### src/rtl/shift_reg_burst.sv
// WIDTH-bit register with clock enable, parallel load, single-step shift/rotate
// and a counted burst-shift engine (IDLE/SHIFT/DONE) reporting busy/done.
module shift_reg_burst #(
    parameter int WIDTH = 8,
    parameter int LEN_W = 4
) (
    input  logic             clk,
    input  logic             rst,
    input  logic             en,
    input  logic             load,
    input  logic [WIDTH-1:0] d,
    input  logic             shift,
    input  logic             start,
    input  logic [LEN_W-1:0] len,
    input  logic             dir,
    input  logic             rot,
    input  logic             sin,
    output logic [WIDTH-1:0] q,
    output logic             sout,
    output logic             busy,
    output logic             done,
    output logic [1:0]       dbg_state
);

    // Handshake: none; requests (load/shift/start) are level-sampled on a rising
    // edge and act only when the engine is IDLE with en=1, otherwise dropped.

    typedef enum logic [1:0] {
        S_IDLE  = 2'd0,
        S_SHIFT = 2'd1,
        S_DONE  = 2'd2
    } state_t;

    state_t           state, state_nx;
    logic [LEN_W-1:0] count, count_nx;
    logic             ldir, ldir_nx;
    logic             lrot, lrot_nx;
    logic [WIDTH-1:0] q_nx;

    logic             step_dir;
    logic             step_rot;
    logic             step_in;
    logic [WIDTH-1:0] stepped;

    // Outside IDLE the step direction/mode come from the values latched at start.
    always_comb begin
        step_dir = (state == S_IDLE) ? dir : ldir;
        step_rot = (state == S_IDLE) ? rot : lrot;
        if (step_dir) begin
            step_in = step_rot ? q[0] : sin;
            stepped = {step_in, q[WIDTH-1:1]};
        end else begin
            step_in = step_rot ? q[WIDTH-1] : sin;
            stepped = {q[WIDTH-2:0], step_in};
        end
    end

    always_comb begin
        state_nx = state;
        count_nx = count;
        ldir_nx  = ldir;
        lrot_nx  = lrot;
        q_nx     = q;
        case (state)
            S_IDLE: begin
                if (en) begin
                    if (load) begin
                        q_nx = d;
                    end else if (start) begin
                        count_nx = len;
                        ldir_nx  = dir;
                        lrot_nx  = rot;
                        state_nx = (len != '0) ? S_SHIFT : S_DONE;
                    end else if (shift) begin
                        q_nx = stepped;
                    end
                end
            end
            S_SHIFT: begin
                if (en) begin
                    q_nx     = stepped;
                    count_nx = count - LEN_W'(1);
                    if (count == LEN_W'(1)) state_nx = S_DONE;
                end
            end
            S_DONE: begin
                state_nx = S_IDLE;
            end
            default: begin
                state_nx = S_IDLE;
            end
        endcase
    end

    always_ff @(posedge clk) begin
        if (rst) begin
            state <= S_IDLE;
            count <= '0;
            ldir  <= 1'b0;
            lrot  <= 1'b0;
            q     <= '0;
        end else begin
            state <= state_nx;
            count <= count_nx;
            ldir  <= ldir_nx;
            lrot  <= lrot_nx;
            q     <= q_nx;
        end
    end

    assign sout      = step_dir ? q[0] : q[WIDTH-1];
    assign busy      = (state == S_SHIFT);
    assign done      = (state == S_DONE);
    assign dbg_state = state;

endmodule

### config.mk
export PLATFORM = sky130hd
export DESIGN_NAME = shift_reg_burst
export DESIGN_NICKNAME = d
export VERILOG_FILES = /design/src/rtl/shift_reg_burst.sv
export SDC_FILE = /design/constraint.sdc
export NUM_CORES = 1
export LEC_CHECK = 0
export CELL_PAD_IN_SITES_DETAIL_PLACEMENT = 1
export CELL_PAD_IN_SITES_GLOBAL_PLACEMENT = 1
export CORE_ASPECT_RATIO = 2
export CORE_MARGIN = 4
export CORE_UTILIZATION = 33
export DETAILED_ROUTE_END_ITERATION = 12
export PLACE_DENSITY_LB_ADDON = 0.1
export REMOVE_ABC_BUFFERS = 1
export SETUP_SLACK_MARGIN = 0.5
export SYNTH_ARGS = -nofsm -noshare
export SYNTH_HDL_FRONTEND = slang
export SYNTH_SLANG_ARGS = --single-unit
### constraint.sdc
create_clock -name clk -period 1.8 [get_ports clk]
set_input_delay 0.27 -clock clk [delete_from_list [all_inputs] [get_ports clk]]
set_output_delay 0.27 -clock clk [all_outputs]
set_load 0.005 [all_outputs]
=== Yosys cells after proc, flatten, opt, wreduce, memory -nomap -nowiden ===
Index checks and enable logic that the tools add are counted.

* Register bits after elaboration: 16
* Latch bits: 0
* Bits in writable memories: 0
* Memory bits (read-only): 0
* Bits of input ports: 21
* Output and inout bits: 13
* Word-level logic and storage cells: 48
* Memories kept: 0

* Add/subtract/negate cells: 1
* Multipliers: 0
* Divide/modulo/power cells: 0
* Order comparisons: 0
* Equal/unequal tests: 10
* Shift-type cells: 0
* Muxes and demuxes: 24
* Bitwise gates (word level): 1
* Reduce and logical (&&, ||, !) cells: 7

{| class="wikitable"
|+ Operators by type and width
! kind !! count
|-
| $mux W8 || 6
|-
| $mux W4 || 4
|-
| $pmux W8 S2 || 1
|-
| $reduce_and A5 Y1 || 3
|-
| $mux W2 || 6
|-
| $ne A2 B2 Y1 const B || 4
|-
| $pmux W4 S2 || 1
|-
| $ne A3 B3 Y1 const B || 2
|-
| $mux W1 || 5
|-
| $eq A4 B1 Y1 const B || 1
|-
| $pmux W2 S2 || 1
|-
| $reduce_and A4 Y1 || 1
|-
| $reduce_bool A4 Y1 || 1
|-
| $sub A4 B1 Y4 const B || 1
|-
| $eq A2 B1 Y1 const B || 1
|-
| $eq A2 B2 Y1 const B || 1
|-
| $logic_not A2 Y1 || 1
|-
| $ne A2 B1 Y1 const B || 1
|-
| $reduce_bool A2 Y1 || 1
|-
| $not A1 Y1 || 1
|}

=== Logic depth before layout (Yosys ltp) ===
* Word-level depth: 9
* Gate-level depth with buffers: 6
* Mapped depth without buffers: 6

=== Least setup slack after synthesis ===
Ideal clock, no wire load.

* Kind: flip-flop to output port
* Start point: register state[0] (netlist: dbg_state[0])
* End point: output port sout
* Arrival time: 1.352 ns
* Data required time: 1.530 ns
* Slack: 0.178 ns
* Cell stages (with the launch flop): 6
* Buffers on the path: 2
* Path through: dfxtp_1 o21a_1 buf_6 or2_1 buf_4 mux2_1

* Word-level cells in the longest chain between the ends: 3

{| class="wikitable"
|+ RTL lines
! element !! RTL line !! source
|-
| start, declared || 34 || <nowiki>state_t state, state_nx;</nowiki>
|-
| start signal, assigned || 103 || <nowiki>state <= state_nx;</nowiki>
|-
| $logic_not A2 Y1 || 47 || <nowiki>step_dir = (state == S_IDLE) ? dir : ldir;</nowiki>
|-
| $mux W1 || 47 ||
|-
| $mux W1 || 111 || <nowiki>assign sout = step_dir ? q[0] : q[WIDTH-1];</nowiki>
|-
| end, declared || 19 || <nowiki>output logic sout,</nowiki>
|}

No other way between the ends.

=== Final worst setup path ===
* Start point: register state[1] (netlist: dbg_state[1])
* End point: output port sout

Same word-level chain as after synthesis.

==> impl_metrics.py <==
metrics = {
    "route": {
        "num_vias": 1277,
        "drtPass1Iterations": 3,
        "ant_nets": 0,
        "wl_per_cell_um": 21.92,
        "dr.first_iter.drc_count": 28,
        "viasPerCell": 5.858,
        "routed_wl_mm": 4.779,
        "drc": 0,
    },
    "power_and_ir_drop": {
        "p_leak_nw": 0.8285,
        "ir_drop_uv": 334.5,
        "power.density_nw_per_um2": 541.5,
        "power.total_mw": 1.126,
    },
    "cts": {
        "clock_latency_ns": 0.26,
        "clkTransAtPathRegs_ns": 0.07,
        "cts_tree": "yes",
        "cts_htree_levels": 1,
        "cts.sinks": 16,
        "clockBufferDepth": 2,
        "ctsHoldBuffers": 0,
        "cts_root_buf": "clkbuf_8",
        "numCtsBuffers": 3,
    },
    "global_routing": {
        "grt_usage_pct": 22.35,
        "grt_overflow": 0,
        "grt_pass1_wl_mm": 6.762,
        "grt_max_degree": 23,
        "antenna_found_initial": 0,
        "grt_pass1_vias": 1426,
    },
    "final_layout": {
        "final_area_um2": 2079,
        "regArea_um2": 345.3,
        "layout-drive-gt1-share_pct": 56.38,
        "syn_to_final_growth_pct": 98.33,
        "multi_input_area_um2": 958.4,
        "num-fill-cells": 311,
        "final_nets": 213,
        "instances_no_fill": 218,
        "final_util_pct": 69.02,
        "antenna_cells": 0,
    },
    "die": {
        "core-area_um2": 3013,
        "start_util_pct": 34.80,
        "die_x_um": 47.86,
        "dieArea_um2": 4198,
        "num_rows": 28,
        "die_y_um": 87.72,
        "io_pins": 34,
    },
    "timing": {
        "relSlewSlack_pct": 78.91,
        "fmax_ghz": 0.5708,
        "tns_ns": 0,
        "fin_crit_sh_pct": 97.33,
        "rsz0062_at_grt": "yes",
        "hold_violations": 0,
        "holdWs_ns": 0.4776,
        "finalSetupViolations": 0,
        "timing.final.max_slew_violations": 0,
        "worstMarginPinSlew_ns": 0.3158,
        "fin_ws_ns": 0.04806,
        "period_needed_ns": 1.752,
        "finClkSkew_ns": 0.004642,
    },
    "critical_path": {
        "critPathKind": "flip-flop to output pin",
        "start_kind": "flip-flop",
        "end_kind": "output pin",
        "cp.arrival_ns": 1.48,
        "worstPathMaxFanout": 3,
        "required_ns": 1.53,
    },
    "synthesis": {
        "synth_edf_count": 0,
        "yosysSeqAreaShare_pct": 30.55,
        "synth_top_cell_area_share_pct": 30.55,
        "yosys.area.top_type": "dfxtp_1",
        "synthCells": 124,
        "synthArstFlopShare_pct": 0,
        "syn_area_um2": 1049,
        "ys.flop_type": "dfxtp_1",
        "yosys_register_bits": 16,
        "syn_area_per_cell_um2": 8.456,
        "synth_area_leaders": "dfxtp_1 31%, a211oi_1 7.2%, o32ai_1 5.0%",
        "yosysWarnings": 0,
        "ys_types": 42,
    },
    "placement": {
        "placed_area_um2": 1471,
        "io_buffers": 33,
        "hpwl_mm": 2.610,
        "place_inst": 193,
        "place.gp.congestion": 0.7911,
        "dp_slack_ns": -0.3452,
    },
    "flow_run": {
        "maxCapViolations": 0,
    },
    "hold_path": {
        "hp-class": "input port to flip-flop",
    },
    "status": {
        "status": "finished, final reports clean",
    },
}
==> power by group <==
part | internal (mW) | leakage (nW) | switching (mW)
Combinational | 0.248 | 0.671 | 0.192
Clock | 0.149 | 0.0216 | 0.135
Sequential | 0.376 | 0.136 | 0.0262
Total | 0.773 | 0.828 | 0.353
==> what timing repair did <==
item,4_1_cts,5_1_grt
buffers inserted,14,8
gates resized for setup,83,52
endpoints found under the setup margin,28,21
pin swaps,18,27
cloned,0,0
==> routing by layer <==
layer  part of all wire, %  up-vias  global-route usage (%)
li1                      -      593                       -
met1                    33      633                   21.96
met2                    60       35                   41.86
met3                   3.6       16                   3.498
met4                   3.3        0                   9.804
met5                     0        -                       0
==> synthesized netlist by cell type, types with 2 or more instances <==
master and instances:
nor2_1 9, nor3b_1 6, a211oi_1 10, o221ai_1 2
dfxtp_1 16, a311oi_1 2, nand2b_1 7, o21ai_0 9
a21o_1 2, nor2b_1 3, o21bai_1 2, a21oi_1 5
clkbuf_1 2, buf_2 3, nor3_1 2, ha_1 2
nand2_1 6, nor4bb_1 2, inv_1 4, o32ai_1 6
mux2i_1 2, buf_6 2
==> cell type report <==
type	instances	share of cell area (%)
Tap cell	30	1.805
Multi-Input combinational cell	95	46.09
Sequential cell	16	16.61
Inverter	4	0.7220
Timing Repair Buffer	70	32.79
Clock buffer	3	1.986
==> cells by family (layout without fill, tap and decap cells) <==
logic type	count (synthesis)	after routing	synth area share, %
flip-flops	16	16	30.55
AND/OR/NAND/NOR	46	46	27.69
buffers and inverters	13	77	6.920
multiplexers	3	3	2.983
AO/OA/AOI/OAI	44	44	29.47
adder cells (fa/ha/maj)	2	2	2.386
==> sequential cells by signal, summed over array words and instances (netlist names) <==
name / count
ldir: 1
dbg_state: 2
lrot: 1
q: 8
count: 4
==> worst max-delay path, cell delays in order, from the launching register on <==
cell and delay, ns:
dfxtp_4 0.36, o21a_1 0.20, or2_4 0.24, mux2_4 0.30, buf_6 0.11
==> path summary, 6_finish.rpt <==
kind / slack [ns] / endpoint / cells after the start / start
worst max-delay path: 0.05 / sout / 4 / dbg_state[1]
worst min-delay path: 0.48 / ldir / 3 / dir
worst min register to register: 0.50 / count[1] / 2 / count[1]
worst max register to register: 0.14 / q[6] / 9 / dbg_state[0]
==> cell usage in the layout, fill, tap and decap left out, types with 3 or more instances in the layout <==
cell              n
a211oi_2          5
a211oi_4          4
a21oi_1           3
buf_4            18
buf_6            19
clkbuf_8          3
clkdlybuf4s50_1  17
dfxtp_1           6
dfxtp_2           5
dfxtp_4           5
dlygate4sd2_1    10
inv_1             3
nand2_1           4
nand2b_1          6
nor2_1            8
nor3b_2           4
o21ai_1           3
o21ai_2           6
o32ai_2           4
No activity file was read; power rests on OpenSTA's default activity.
